<file path="src/rtl/simd_pkg.sv">
// Shared definitions for the SIMD add/sub engine: op encoding, lane packing
// and the elaboration-time parameter range check.
`ifndef SIMD_PKG_MACROS
`define SIMD_PKG_MACROS
`define SIMD_RANGE_CHECK(lbl, val, lo, hi) \
  if (((val) < (lo)) || ((val) > (hi))) begin : lbl \
    $error("simd_addsub_pipe: parameter out of range"); \
  end
`endif

package simd_pkg;

  localparam logic OP_ADD = 1'b0;
  localparam logic OP_SUB = 1'b1;

  // Lane i occupies [lane_lsb(i, w) +: w] of a packed operand/result bus.
  function automatic int lane_lsb(int lane, int width);
    return lane * width;
  endfunction

endpackage

</file>
<file path="src/rtl/simd_addsub_pipe_if.sv">
// Handshake and data bundle between HLS control and the SIMD add/sub engine.
interface simd_addsub_pipe_if #(
  parameter int LANES = 4,
  parameter int W     = 10
);
  logic               ap_ce;
  logic               ap_start;
  logic               ap_continue;
  logic               op;
  logic [LANES*W-1:0] a;
  logic [LANES*W-1:0] b;
  logic               ap_ready;
  logic               ap_done;
  logic               ap_idle;
  logic [LANES*W-1:0] z;
  logic               z_ap_vld;
  logic [LANES-1:0]   ovf;

  modport slave (
    input  ap_ce, ap_start, ap_continue, op, a, b,
    output ap_ready, ap_done, ap_idle, z, z_ap_vld, ovf
  );

  modport master (
    output ap_ce, ap_start, ap_continue, op, a, b,
    input  ap_ready, ap_done, ap_idle, z, z_ap_vld, ovf
  );
endinterface

</file>
<file path="src/rtl/simd_lane.sv">
// One lane: add/sub with carry/borrow, optional saturation, LAT-deep data
// pipe and the held output register.
module simd_lane
  import simd_pkg::*;
#(
  parameter int W   = 10,
  parameter int LAT = 2,
  parameter int SAT = 0
) (
  input  logic         ap_clk,
  input  logic         ap_rst,
  input  logic         adv,
  input  logic         load_out,
  input  logic         op,
  input  logic [W-1:0] a,
  input  logic [W-1:0] b,
  output logic [W-1:0] z,
  output logic         ovf
);

  logic [W:0] sum;
  logic [W:0] diff;
  logic [W:0] res;
  logic [W:0] stage_q [LAT];

  // Bit W is carry-out for add and borrow for sub; saturation keys off it.
  always_comb begin
    sum  = {1'b0, a} + {1'b0, b};
    diff = {1'b0, a} - {1'b0, b};
    res  = (op == OP_ADD) ? sum : diff;
    if ((SAT != 0) && res[W]) begin
      res[W-1:0] = (op == OP_SUB) ? '0 : '1;
    end
  end

  always_ff @(posedge ap_clk or posedge ap_rst) begin
    if (ap_rst) begin
      for (int j = 0; j < LAT; j++) stage_q[j] <= '0;
      z   <= '0;
      ovf <= 1'b0;
    end else begin
      if (adv) begin
        stage_q[0] <= res;
        for (int j = 1; j < LAT; j++) stage_q[j] <= stage_q[j-1];
      end
      if (load_out) begin
        z   <= stage_q[LAT-1][W-1:0];
        ovf <= stage_q[LAT-1][W];
      end
    end
  end

endmodule

</file>
<file path="src/rtl/simd_addsub_pipe.sv">
// SIMD add/sub engine under ap_ctrl_chain control: token pipeline, held
// output with ap_continue back-pressure, and LANES arithmetic lanes.
module simd_addsub_pipe
  import simd_pkg::*;
#(
  parameter int LANES = 4,
  parameter int W     = 10,
  parameter int LAT   = 2,
  parameter int SAT   = 0
) (
  input  logic               ap_clk,
  input  logic               ap_rst,
  simd_addsub_pipe_if.slave  bus
);

  `SIMD_RANGE_CHECK(g_chk_lanes, LANES, 1, 16)
  `SIMD_RANGE_CHECK(g_chk_w, W, 2, 48)
  `SIMD_RANGE_CHECK(g_chk_lat, LAT, 1, 8)
  `SIMD_RANGE_CHECK(g_chk_sat, SAT, 0, 1)

  logic               adv;
  logic               out_full;
  logic               tok_last;
  logic               load_out;
  logic [LAT-1:0]     tok;
  logic [LANES*W-1:0] z_w;
  logic [LANES-1:0]   ovf_w;

  // A full, unacknowledged output freezes every stage, so nothing is dropped.
  assign adv      = bus.ap_ce & (~out_full | bus.ap_continue);
  assign tok_last = tok[LAT-1];
  assign load_out = adv & tok_last;

  always_ff @(posedge ap_clk or posedge ap_rst) begin
    if (ap_rst) begin
      tok      <= '0;
      out_full <= 1'b0;
    end else begin
      if (adv) begin
        tok[0] <= bus.ap_start;
        for (int j = 1; j < LAT; j++) tok[j] <= tok[j-1];
      end
      out_full <= (out_full & ~bus.ap_continue) | load_out;
    end
  end

  assign bus.ap_ready = bus.ap_start & adv;
  assign bus.ap_done  = out_full;
  assign bus.z_ap_vld = out_full;
  assign bus.ap_idle  = ~bus.ap_start & ~out_full & ~(|tok);
  assign bus.z        = z_w;
  assign bus.ovf      = ovf_w;

  for (genvar i = 0; i < LANES; i++) begin : g_lane
    simd_lane #(
      .W   (W),
      .LAT (LAT),
      .SAT (SAT)
    ) u_lane (
      .ap_clk   (ap_clk),
      .ap_rst   (ap_rst),
      .adv      (adv),
      .load_out (load_out),
      .op       (bus.op),
      .a        (bus.a[lane_lsb(i, W) +: W]),
      .b        (bus.b[lane_lsb(i, W) +: W]),
      .z        (z_w[lane_lsb(i, W) +: W]),
      .ovf      (ovf_w[i])
    );
  end

endmodule

</file>
<file path="src/flat_wrapper.sv">
// flat-port wrapper written by rule: the top's interface ports become plain ports
module simd_addsub_pipe_flat import simd_pkg::*;
#(
  parameter int LANES = 4,
  parameter int W     = 10,
  parameter int LAT   = 2,
  parameter int SAT   = 0
)
  (ap_clk, ap_rst, bus_ap_ce, bus_ap_start, bus_ap_continue, bus_op, bus_a, bus_b, bus_ap_ready, bus_ap_done, bus_ap_idle, bus_z, bus_z_ap_vld, bus_ovf);
  simd_addsub_pipe_if #(.LANES(LANES), .W(W)) bus_i ();
  input  logic ap_clk;
  input  logic ap_rst;
  input wire logic [$bits(bus_i.ap_ce)-1:0] bus_ap_ce;
  input wire logic [$bits(bus_i.ap_start)-1:0] bus_ap_start;
  input wire logic [$bits(bus_i.ap_continue)-1:0] bus_ap_continue;
  input wire logic [$bits(bus_i.op)-1:0] bus_op;
  input wire logic [$bits(bus_i.a)-1:0] bus_a;
  input wire logic [$bits(bus_i.b)-1:0] bus_b;
  output wire logic [$bits(bus_i.ap_ready)-1:0] bus_ap_ready;
  output wire logic [$bits(bus_i.ap_done)-1:0] bus_ap_done;
  output wire logic [$bits(bus_i.ap_idle)-1:0] bus_ap_idle;
  output wire logic [$bits(bus_i.z)-1:0] bus_z;
  output wire logic [$bits(bus_i.z_ap_vld)-1:0] bus_z_ap_vld;
  output wire logic [$bits(bus_i.ovf)-1:0] bus_ovf;
  assign bus_i.ap_ce = bus_ap_ce;
  assign bus_i.ap_start = bus_ap_start;
  assign bus_i.ap_continue = bus_ap_continue;
  assign bus_i.op = bus_op;
  assign bus_i.a = bus_a;
  assign bus_i.b = bus_b;
  assign bus_ap_ready = bus_i.ap_ready;
  assign bus_ap_done = bus_i.ap_done;
  assign bus_ap_idle = bus_i.ap_idle;
  assign bus_z = bus_i.z;
  assign bus_z_ap_vld = bus_i.z_ap_vld;
  assign bus_ovf = bus_i.ovf;
  simd_addsub_pipe #(.LANES(LANES), .W(W), .LAT(LAT), .SAT(SAT)) u_core (.ap_clk(ap_clk), .ap_rst(ap_rst), .bus(bus_i));
endmodule
</file>
<file path="config.mk">
export PLATFORM = sky130hd
export DESIGN_NAME = simd_addsub_pipe_flat
export DESIGN_NICKNAME = d
export VERILOG_FILES = /design/src/rtl/simd_pkg.sv /design/src/rtl/simd_addsub_pipe_if.sv /design/src/rtl/simd_lane.sv /design/src/rtl/simd_addsub_pipe.sv /design/src/flat_wrapper.sv
export SDC_FILE = /design/constraint.sdc
export NUM_CORES = 1
export LEC_CHECK = 0
export ABC_CLOCK_PERIOD_IN_PS = 5700
export CAP_MARGIN = 20
export CORE_ASPECT_RATIO = 0.6
export CORE_MARGIN = 1
export CORE_UTILIZATION = 54
export DETAILED_ROUTE_END_ITERATION = 10
export PLACE_DENSITY_LB_ADDON = 0.15
export SKIP_CTS_REPAIR_TIMING = 1
export SLEW_MARGIN = 25
export SYNTH_ARGS = -nofsm -noshare
export SYNTH_HDL_FRONTEND = slang
export SYNTH_SLANG_ARGS = --single-unit
</file>
<file path="constraint.sdc">
create_clock -name ap_clk -period 5.7 [get_ports ap_clk]
set_clock_uncertainty 0.05 [all_clocks]
set_input_delay 1.14 -clock ap_clk [delete_from_list [all_inputs] [get_ports ap_clk]]
set_output_delay 1.14 -clock ap_clk [all_outputs]
set_load 0.03 [all_outputs]
</file>
# Word-level counts from Yosys, hierarchy flattened
# Cells that the tools add are included.
# totals
register_bits	135
in_bits	86
output_inout_bits	48
# classes
add_sub_neg	8
muxes	4
bitwise	12
n_reduce_logical	1
# op_table
op	count
$add 10x10->11	4
$mux 11	4
$sub 10x10->11	4
$and 1x1->1	6
$not 1->1	4
$or 1x1->1	2
$reduce_or 2->1	1

# Logic depth before layout (Yosys ltp)
# Gate-level depths: netlist of run 1.
# depth
word_depth	5
mapped_depth	12
depth_no_buf	11

# Hierarchy
# From an unflattened synthesis of run 1, not the netlist that was laid out.
# unflattened
cells_unflattened	703
area_unflattened_um2	7667.4
# modules_own_cells
mod	n_inst	cells_per_inst	area_each_um2	seq_area_each_um2
simd_lane	4	172	1874.3	825.8
simd_addsub_pipe	1	15	170.2	75.1

# Least setup slack after synthesis of run 1
# Ideal clock, no wire load.
# synth_timing
kind	in2reg
startpoint	in bus_op
endpoint	reg u_core.g_lane[1].u_lane.stage_q[20] (netlist bit)
setup_time_ps	120
arrival_time_ps	3337
required_ps	5530
slack_ps	2193
stages	9
n_path_buf	2
path_cell_list	clkbuf_1 clkbuf_1 mux2i_1 ha_1 nor2b_1 o2111ai_1 a21oi_1 or3_1 a31o_2
# synth_via
elab_chain_len	1
# synth_lines
item	line	source
start: declaration	flat_wrapper.sv:16	input wire logic [$bits(bus_i.op)-1:0] bus_op;
$mux 11	simd_lane.sv:30	res = (op == OP_ADD) ? sum : diff;
end: declaration	simd_lane.sv:24	logic [W:0] stage_q [LAT];
# Every way passes these cells.
# A chain may end at the register's enable or synchronous reset.

# Worst setup path after layout of run 1
# layout_timing
startpoint	in bus_op
endpoint	reg u_core.g_lane[0].u_lane.stage_q[18] (netlist bit)
# layout_via
elab_chain_len	1
# layout_lines
item	line
$mux 11	simd_lane.sv:30
end: declaration	simd_lane.sv:24
# Every way passes these cells.

==> results of run 1 <==
flip-flops by register name (all words and copies together), names as in the netlist:
signal,flops
u_core.tok,2
u_core.g_lane.u_lane.ovf,4
u_core.g_lane.u_lane.stage_q,88
u_core.bus.ap_done,1
u_core.g_lane.u_lane.z,40
worst max-delay path by stage:
| stage | start | end | slack (ns) |
|---|---|---|---|
| after floorplan | ap_rst | u_core.bus.ap_done$_DFF_PP0_ | 0.90 |
| after global routing | bus_op | u_core.g_lane[0].u_lane.stage_q[18]$_DFFE_PP0P_ | 1.41 |
| after detailed placement | bus_op | u_core.g_lane[0].u_lane.stage_q[18]$_DFFE_PP0P_ | 1.17 |
| after global placement | bus_op | u_core.g_lane[0].u_lane.stage_q[18]$_DFFE_PP0P_ | 1.27 |
| final | bus_op | u_core.g_lane[0].u_lane.stage_q[18]$_DFFE_PP0P_ | 1.57 |
| after CTS | bus_op | u_core.g_lane[0].u_lane.stage_q[18]$_DFFE_PP0P_ | 1.60 |
worst max-delay path: stages:
cell	delay (ns)
clkdlybuf4s50_1	1.14
buf_4	0.31
mux2i_1	0.35
ha_1	0.30
nor2b_1	0.14
o2111ai_1	0.30
a21oi_1	0.12
or3_1	0.32
a31o_2	0.24
per-stage QoR:
step           hold slack [ns]  cells
2_1_floorplan            0.380    816
3_3_place_gp             0.399   1110
3_5_place_dp             0.398   1110
4_1_cts                  0.416   1141
5_1_grt                  0.431   1142
6_report                 0.415   1142
cell type report:
cell class | instances | area [sq um]
tap | 192 | 240
clock buffer | 19 | 453
sequential | 135 | 3380
inverter | 29 | 114
timing repair buffer | 139 | 1400
fill | 1052 | 3990
multi-input combinational | 616 | 3990
clock inverter | 12 | 153
power by group through the flow:
stage               logic, mW  registers (mW)  clock network (mW)
detailed placement       1.48            1.49                   0
global placement         1.46            1.46                   0
floorplan               0.681            1.73                   0
global route             1.62            1.51                1.19
finish                   1.49            1.47                1.13
CTS                      1.49            1.47                1.15
per-layer routing:
layer  part of all wire [%]  vias up  track usage [%]
met3                    4.0       17             3.74
met2                     45      152             41.2
li1                       -     3042                -
met4                    1.1        0             7.27
met1                     49     2929             37.7
met5                      0        -                0
layout by cell type, fill, tap and decap left out, types with 22 or more instances in the layout:
| cell type | n |
|---|---|
| ha_1 | 44 |
| dfrtp_1 | 135 |
| nor2_1 | 32 |
| xnor2_1 | 42 |
| o21ai_0 | 37 |
| nand2_1 | 211 |
| a21o_1 | 22 |
| a21oi_1 | 42 |
| clkdlybuf4s50_1 | 133 |
| inv_1 | 28 |
| mux2_2 | 44 |
kinds of logic (layout without fill, tap and decap cells):
family	count (synthesis)	count (layout)	share of synthesized area, %
AO/OA/AOI/OAI	147	147	12.1
XOR/XNOR	49	49	5.63
adder cells (fa/ha/maj)	48	48	8.28
buffers and inverters	65	199	3.53
flip-flops	135	135	44.4
multiplexers	48	48	7.03
AND/OR/NAND/NOR	324	324	19.1
==> flow_metrics.py, run 1 <==
metrics = {
    "die": {
        "fp.dieArea_sq_mm": 0.0146,
        "core-area_sq_mm": 0.0137,
        "die_w_microns": 155,
        "rows": 33,
        "io_pins": 134,
        "fp.dieH_microns": 94.0,
        "initial_core_util_pct": 55.6,
    },
    "route": {
        "vias_per_cell": 5.38,
        "ant_nets": 0,
        "wirelength_mm": 17.9,
        "drc": 0,
        "wire_per_inst_microns": 15.7,
        "first_pass_iters": 5,
        "vias": 6140,
        "drtIter0Drc": 287,
    },
    "synthesis": {
        "synth.distinct_cells": 48,
        "yosysTopAreaCellShare_pct": 44.4,
        "synth_flop_cell": "dfrtp_1",
        "syn-num-nets": 950,
        "yosys_warnings": 0,
        "synth_seq_cells": 135,
        "synth_edf_count": 0,
        "async_flop_share_pct": 100,
        "yosys-top-cells-area": "dfrtp_1, nand2_1, ha_1",
        "synth_area_sq_mm": 0.00762,
        "synthTopCellsByCount": "nand2_1, dfrtp_1, ha_1, mux2_2",
        "synth.yosys.seq_area_share_pct": 44.4,
        "synth_top_area_cell": "dfrtp_1",
        "yosysMostFrequentCell": "nand2_1",
        "avgSynthCellArea_sq_um": 9.33,
        "synthCells": 816,
    },
    "timing": {
        "max_slew.worst_pin.slew_ns": 1.01,
        "setup_tns_ns": 0,
        "finalWorstSetupSlack_ns": 1.57,
        "slew_headroom_pct": 32.2,
        "post-route-period-util_pct": 72.4,
        "max_freq_mhz": 242,
        "rsz0062_at_grt": "false",
        "final-hold-violation-count": 0,
        "setup_violations": 0,
        "fin_crit_ns": 4.13,
        "drv_slew": 0,
    },
    "final_layout": {
        "finalInstanceArea_sq_mm": 0.00972,
        "nNetsFinal": 1072,
        "area_growth_pct": 27.6,
        "num_antenna_cells": 0,
        "utilization_pct": 70.9,
        "drive_above_1_share_pct": 9.79,
    },
    "min_path": {
        "hold_depth": 2,
        "holdPathEnd": "u_core.g_lane[1].u_lane.stage_q[8]$_DFFE_PP0P_",
        "hp-start": "u_core.g_lane[1].u_lane.stage_q[19]$_DFFE_PP0P_",
        "hp-class": "register to register",
    },
    "worst_setup_path": {
        "worstPathMaxFanout": 23,
        "critPathRequiredTime_ns": 5.96,
        "crit_path_end_kind": "register",
        "arrival_ns": 4.38,
        "rr_worst_depth": 5,
        "reg2reg_from": "u_core.bus.ap_done$_DFF_PP0_",
        "critPathKind": "primary input to register",
        "reg2reg_slack_ns": 3.49,
        "critical_path.startpoint_type": "primary input",
        "r2r_end": "u_core.g_lane[0].u_lane.stage_q[18]$_DFFE_PP0P_",
    },
    "pwr": {
        "p_sw_share_pct": 34.6,
        "clkPwrFrac_pct": 27.7,
        "p_int_mw": 2.67,
        "p_comb_share_pct": 36.3,
        "power.net_switching_mw": 1.42,
        "max-vdd-ir-drop_mv": 0.234,
        "power.total_mw": 4.09,
        "p_leak_nw": 4.56,
        "p_per_area_mw_per_mm2": 421,
        "pwr-share-seq_pct": 36.0,
    },
    "global_routing": {
        "antenna_found_initial": 0,
        "grt_max_degree": 104,
        "gr-usage-all-layers_pct": 26.1,
        "overflow": 0,
        "grt_pass1_vias": 6091,
        "grt_pass1_wl_mm": 29.8,
    },
    "cts": {
        "clock-root-buffer": "clkbuf_16",
        "clk_pin_slew_worst_paths_ns": 0.06,
        "cts_buffer_depth": 2,
        "cts_buffers": 17,
        "cts.sinks": 135,
        "cts_tree": "built",
        "clock_latency_ns": 0.41,
        "htree_num_levels": 4,
    },
    "place": {
        "gp_congestion": 0.870,
        "place_ws_ns": 1.17,
        "placed_area_sq_mm": 0.00909,
        "port_buffers": 133,
        "dp.final_hpwl_mm": 12.6,
    },
    "job": {
        "cap_violations": 0,
    },
    "outcome": {
        "status": "completed",
    },
}
(Power assumes the default switching activity.)
==> run 2: changes to the inputs <==
--- a/config.mk
+++ b/config.mk
@@ -5,11 +5,11 @@
 export SDC_FILE = /design/constraint.sdc
 export NUM_CORES = 1
 export LEC_CHECK = 0
-export ABC_CLOCK_PERIOD_IN_PS = 5700
+export ABC_CLOCK_PERIOD_IN_PS = 3440
 export CAP_MARGIN = 20
 export CORE_ASPECT_RATIO = 0.6
 export CORE_MARGIN = 1
-export CORE_UTILIZATION = 54
+export CORE_UTILIZATION = 48
 export DETAILED_ROUTE_END_ITERATION = 10
 export PLACE_DENSITY_LB_ADDON = 0.15
 export SKIP_CTS_REPAIR_TIMING = 1
==> constraint.sdc (replaced) <==
create_clock -name ap_clk -period 3.44 [get_ports ap_clk]
set_clock_uncertainty 0.05 [all_clocks]
set_input_delay 0.688 -clock ap_clk [delete_from_list [all_inputs] [get_ports ap_clk]]
set_output_delay 0.688 -clock ap_clk [all_outputs]
set_load 0.03 [all_outputs]
==> run 2 against run 1 <==
Effect of this change: final cell count is 4.6% higher; count of clock-buffer cells in the layout is 2 higher; combinational power rose by 68%; largest cell class unchanged.
==> flow_metrics.py, run 2 (synthesized netlist as in run 1, its figures left out) <==
metrics = {
    "outcome": {
        "status": "completed",
    },
    "route": {
        "wire_per_inst_microns": 14.6,
        "drc": 0,
        "ant_nets": 0,
        "vias": 6210,
        "vias_per_cell": 5.20,
        "wirelength_mm": 17.4,
        "first_pass_iters": 5,
        "drtIter0Drc": 440,
    },
    "final_layout": {
        "drive_above_1_share_pct": 13.5,
        "area_growth_pct": 31.8,
        "n_fill_cell": 1248,
        "nNetsFinal": 1113,
        "final_common_cell": "nand2_1",
        "reg_top3": "u_core.g_lane.u_lane.stage_q x88, u_core.g_lane.u_lane.z x40, u_core.g_lane.u_lane.ovf x4",
        "num_antenna_cells": 0,
        "fin_cells": 1195,
        "largest_register_ffs": 88,
        "mostFrequentLayoutCells": "nand2_1, dfrtp_1, clkdlybuf4s50_1, buf_4",
        "finalInstanceArea_sq_mm": 0.0100,
        "top_register": "u_core.g_lane.u_lane.stage_q",
    },
    "global_routing": {
        "antenna_found_initial": 0,
        "grt_max_degree": 93,
        "grt_pass1_wl_mm": 29.1,
        "grt_pass1_vias": 5977,
        "overflow": 0,
        "gr-usage-all-layers_pct": 22.4,
    },
    "worst_setup_path": {
        "worstPathMaxFanout": 5,
        "cp_slowest_stage_delay_ns": 0.54,
        "arrival_ns": 3.35,
        "critical_path.startpoint_type": "primary input",
        "cp_common_cell": "nor2_1",
        "critPathLaunch": "bus_b[13]",
        "reg2reg_from": "u_core.bus.ap_done$_DFF_PP0_",
        "path_cells": "clkdlybuf4s50_1, nor2_1, nor4b_1, buf_4, nor2_1, xnor2_1, ha_1, a21oi_1, nand2_1, a2111oi_0, a211o_1",
        "path_buf_inv": 2,
        "critPathRequiredTime_ns": 3.73,
        "critPathKind": "primary input to register",
        "slowest_stage": "a2111oi_0",
        "cp.depth": 11,
        "rr_worst_depth": 6,
        "path_delay_family": "compound AO/OA/AOI/OAI gates",
        "crit_path_end_kind": "register",
    },
    "timing": {
        "drv_slew": 0,
        "max_freq_mhz": 326,
        "setup_violations": 0,
        "fin_crit_ns": 3.06,
        "post-route-period-util_pct": 89.1,
        "setup_tns_ns": 0,
        "slew_headroom_pct": 64.1,
        "final-hold-violation-count": 0,
        "max_slew.worst_pin.slew_ns": 0.539,
        "rsz0062_at_grt": "false",
    },
    "job": {
        "cap_violations": 0,
    },
    "cts": {
        "cts_buffer_depth": 2,
        "clock_latency_ns": 0.40,
        "cts_buffers": 17,
        "htree_num_levels": 4,
        "clock-root-buffer": "clkbuf_16",
        "cts_tree": "built",
        "clk_pin_slew_worst_paths_ns": 0.06,
        "cts.sinks": 135,
    },
    "die": {
        "fp.dieArea_sq_mm": 0.0164,
        "initial_core_util_pct": 49.4,
        "core-area_sq_mm": 0.0154,
        "rows": 35,
        "io_pins": 134,
        "die_w_microns": 165,
        "fp.dieH_microns": 99.6,
    },
    "place": {
        "port_buffers": 133,
        "gp_congestion": 0.910,
        "dpl.cell_count": 1163,
        "placed_area_sq_mm": 0.00943,
        "dp.final_hpwl_mm": 12.7,
    },
    "min_path": {
        "hp-class": "register to register",
        "hp-start": "u_core.g_lane[1].u_lane.stage_q[17]$_DFFE_PP0P_",
        "hold_depth": 2,
    },
    "pwr": {
        "power.total_mw": 6.83,
        "p_leak_nw": 4.74,
        "p_per_area_mw_per_mm2": 680,
        "max-vdd-ir-drop_mv": 0.390,
    },
}
run 2: where the power goes:
| group | switching, mW | internal, mW | total (mW) |
|---|---|---|---|
| clock | 0.701 | 1.18 | 1.88 |
| sequential | 0.297 | 2.15 | 2.44 |
| combinational | 1.34 | 1.17 | 2.50 |
| total | 2.33 | 4.49 | 6.83 |
run 2: path summary, 6_finish.rpt:
check                                                                        to  slack, ns
worst max register to register  u_core.g_lane[0].u_lane.stage_q[19]$_DFFE_PP0P_       1.59
worst max-delay path            u_core.g_lane[1].u_lane.stage_q[19]$_DFFE_PP0P_       0.38
max in group asynchronous       u_core.g_lane[1].u_lane.stage_q[16]$_DFFE_PP0P_       2.18
worst min-delay path             u_core.g_lane[1].u_lane.stage_q[6]$_DFFE_PP0P_       0.41
worst min register to register   u_core.g_lane[1].u_lane.stage_q[6]$_DFFE_PP0P_       0.41
min in group asynchronous        u_core.g_lane[1].u_lane.stage_q[1]$_DFFE_PP0P_       0.71
run 2: worst register-to-register path: cells and delay by family (launching register included):
kind	cells	cell delay, ns
AOI/OAI and AO/OA	2	0.40
DFF	1	0.41
and+or+nand+nor	3	0.56
buffers and inverters	1	0.31
run 2: layout make-up:
class                      instances  area [sq um]  area share [%]
clock inverter                    11           148            1.47
multi-input combinational        616          3980            39.7
tap                              203           254            2.53
inverter                          29           113            1.12
sequential                       135          3380            33.7
clock buffer                      21           460            4.59
timing repair buffer             180          1700            17.0
run 2: metal layers:
metal | wire length, microns | global-route usage, %
met4 | 111 | 4.45
met1 | 9250 | 34.4
met2 | 7270 | 32.8
met5 | 0 | 0
met3 | 762 | 4.13
run 2: metrics by stage:
stage / hold WS [ns] / util [%] / worst slack (ns)
2_1_floorplan: 0.380 / - / 0.385
3_3_place_gp: 0.392 / 61.2 / 0.0136
3_5_place_dp: 0.397 / 61.2 / -0.00688
4_1_cts: 0.413 / 65.1 / 0.395
5_1_grt: 0.442 / 65.1 / 0.145
6_report: 0.410 / 65.1 / 0.376
==> run 3: changes to the inputs <==
--- a/config.mk
+++ b/config.mk
@@ -6,7 +6,6 @@
 export NUM_CORES = 1
 export LEC_CHECK = 0
 export ABC_CLOCK_PERIOD_IN_PS = 3440
-export CAP_MARGIN = 20
 export CORE_ASPECT_RATIO = 0.6
 export CORE_MARGIN = 1
 export CORE_UTILIZATION = 48
==> results of run 3 <==
Same layout as run 2: the final DEF is identical, and so are final timing and power.
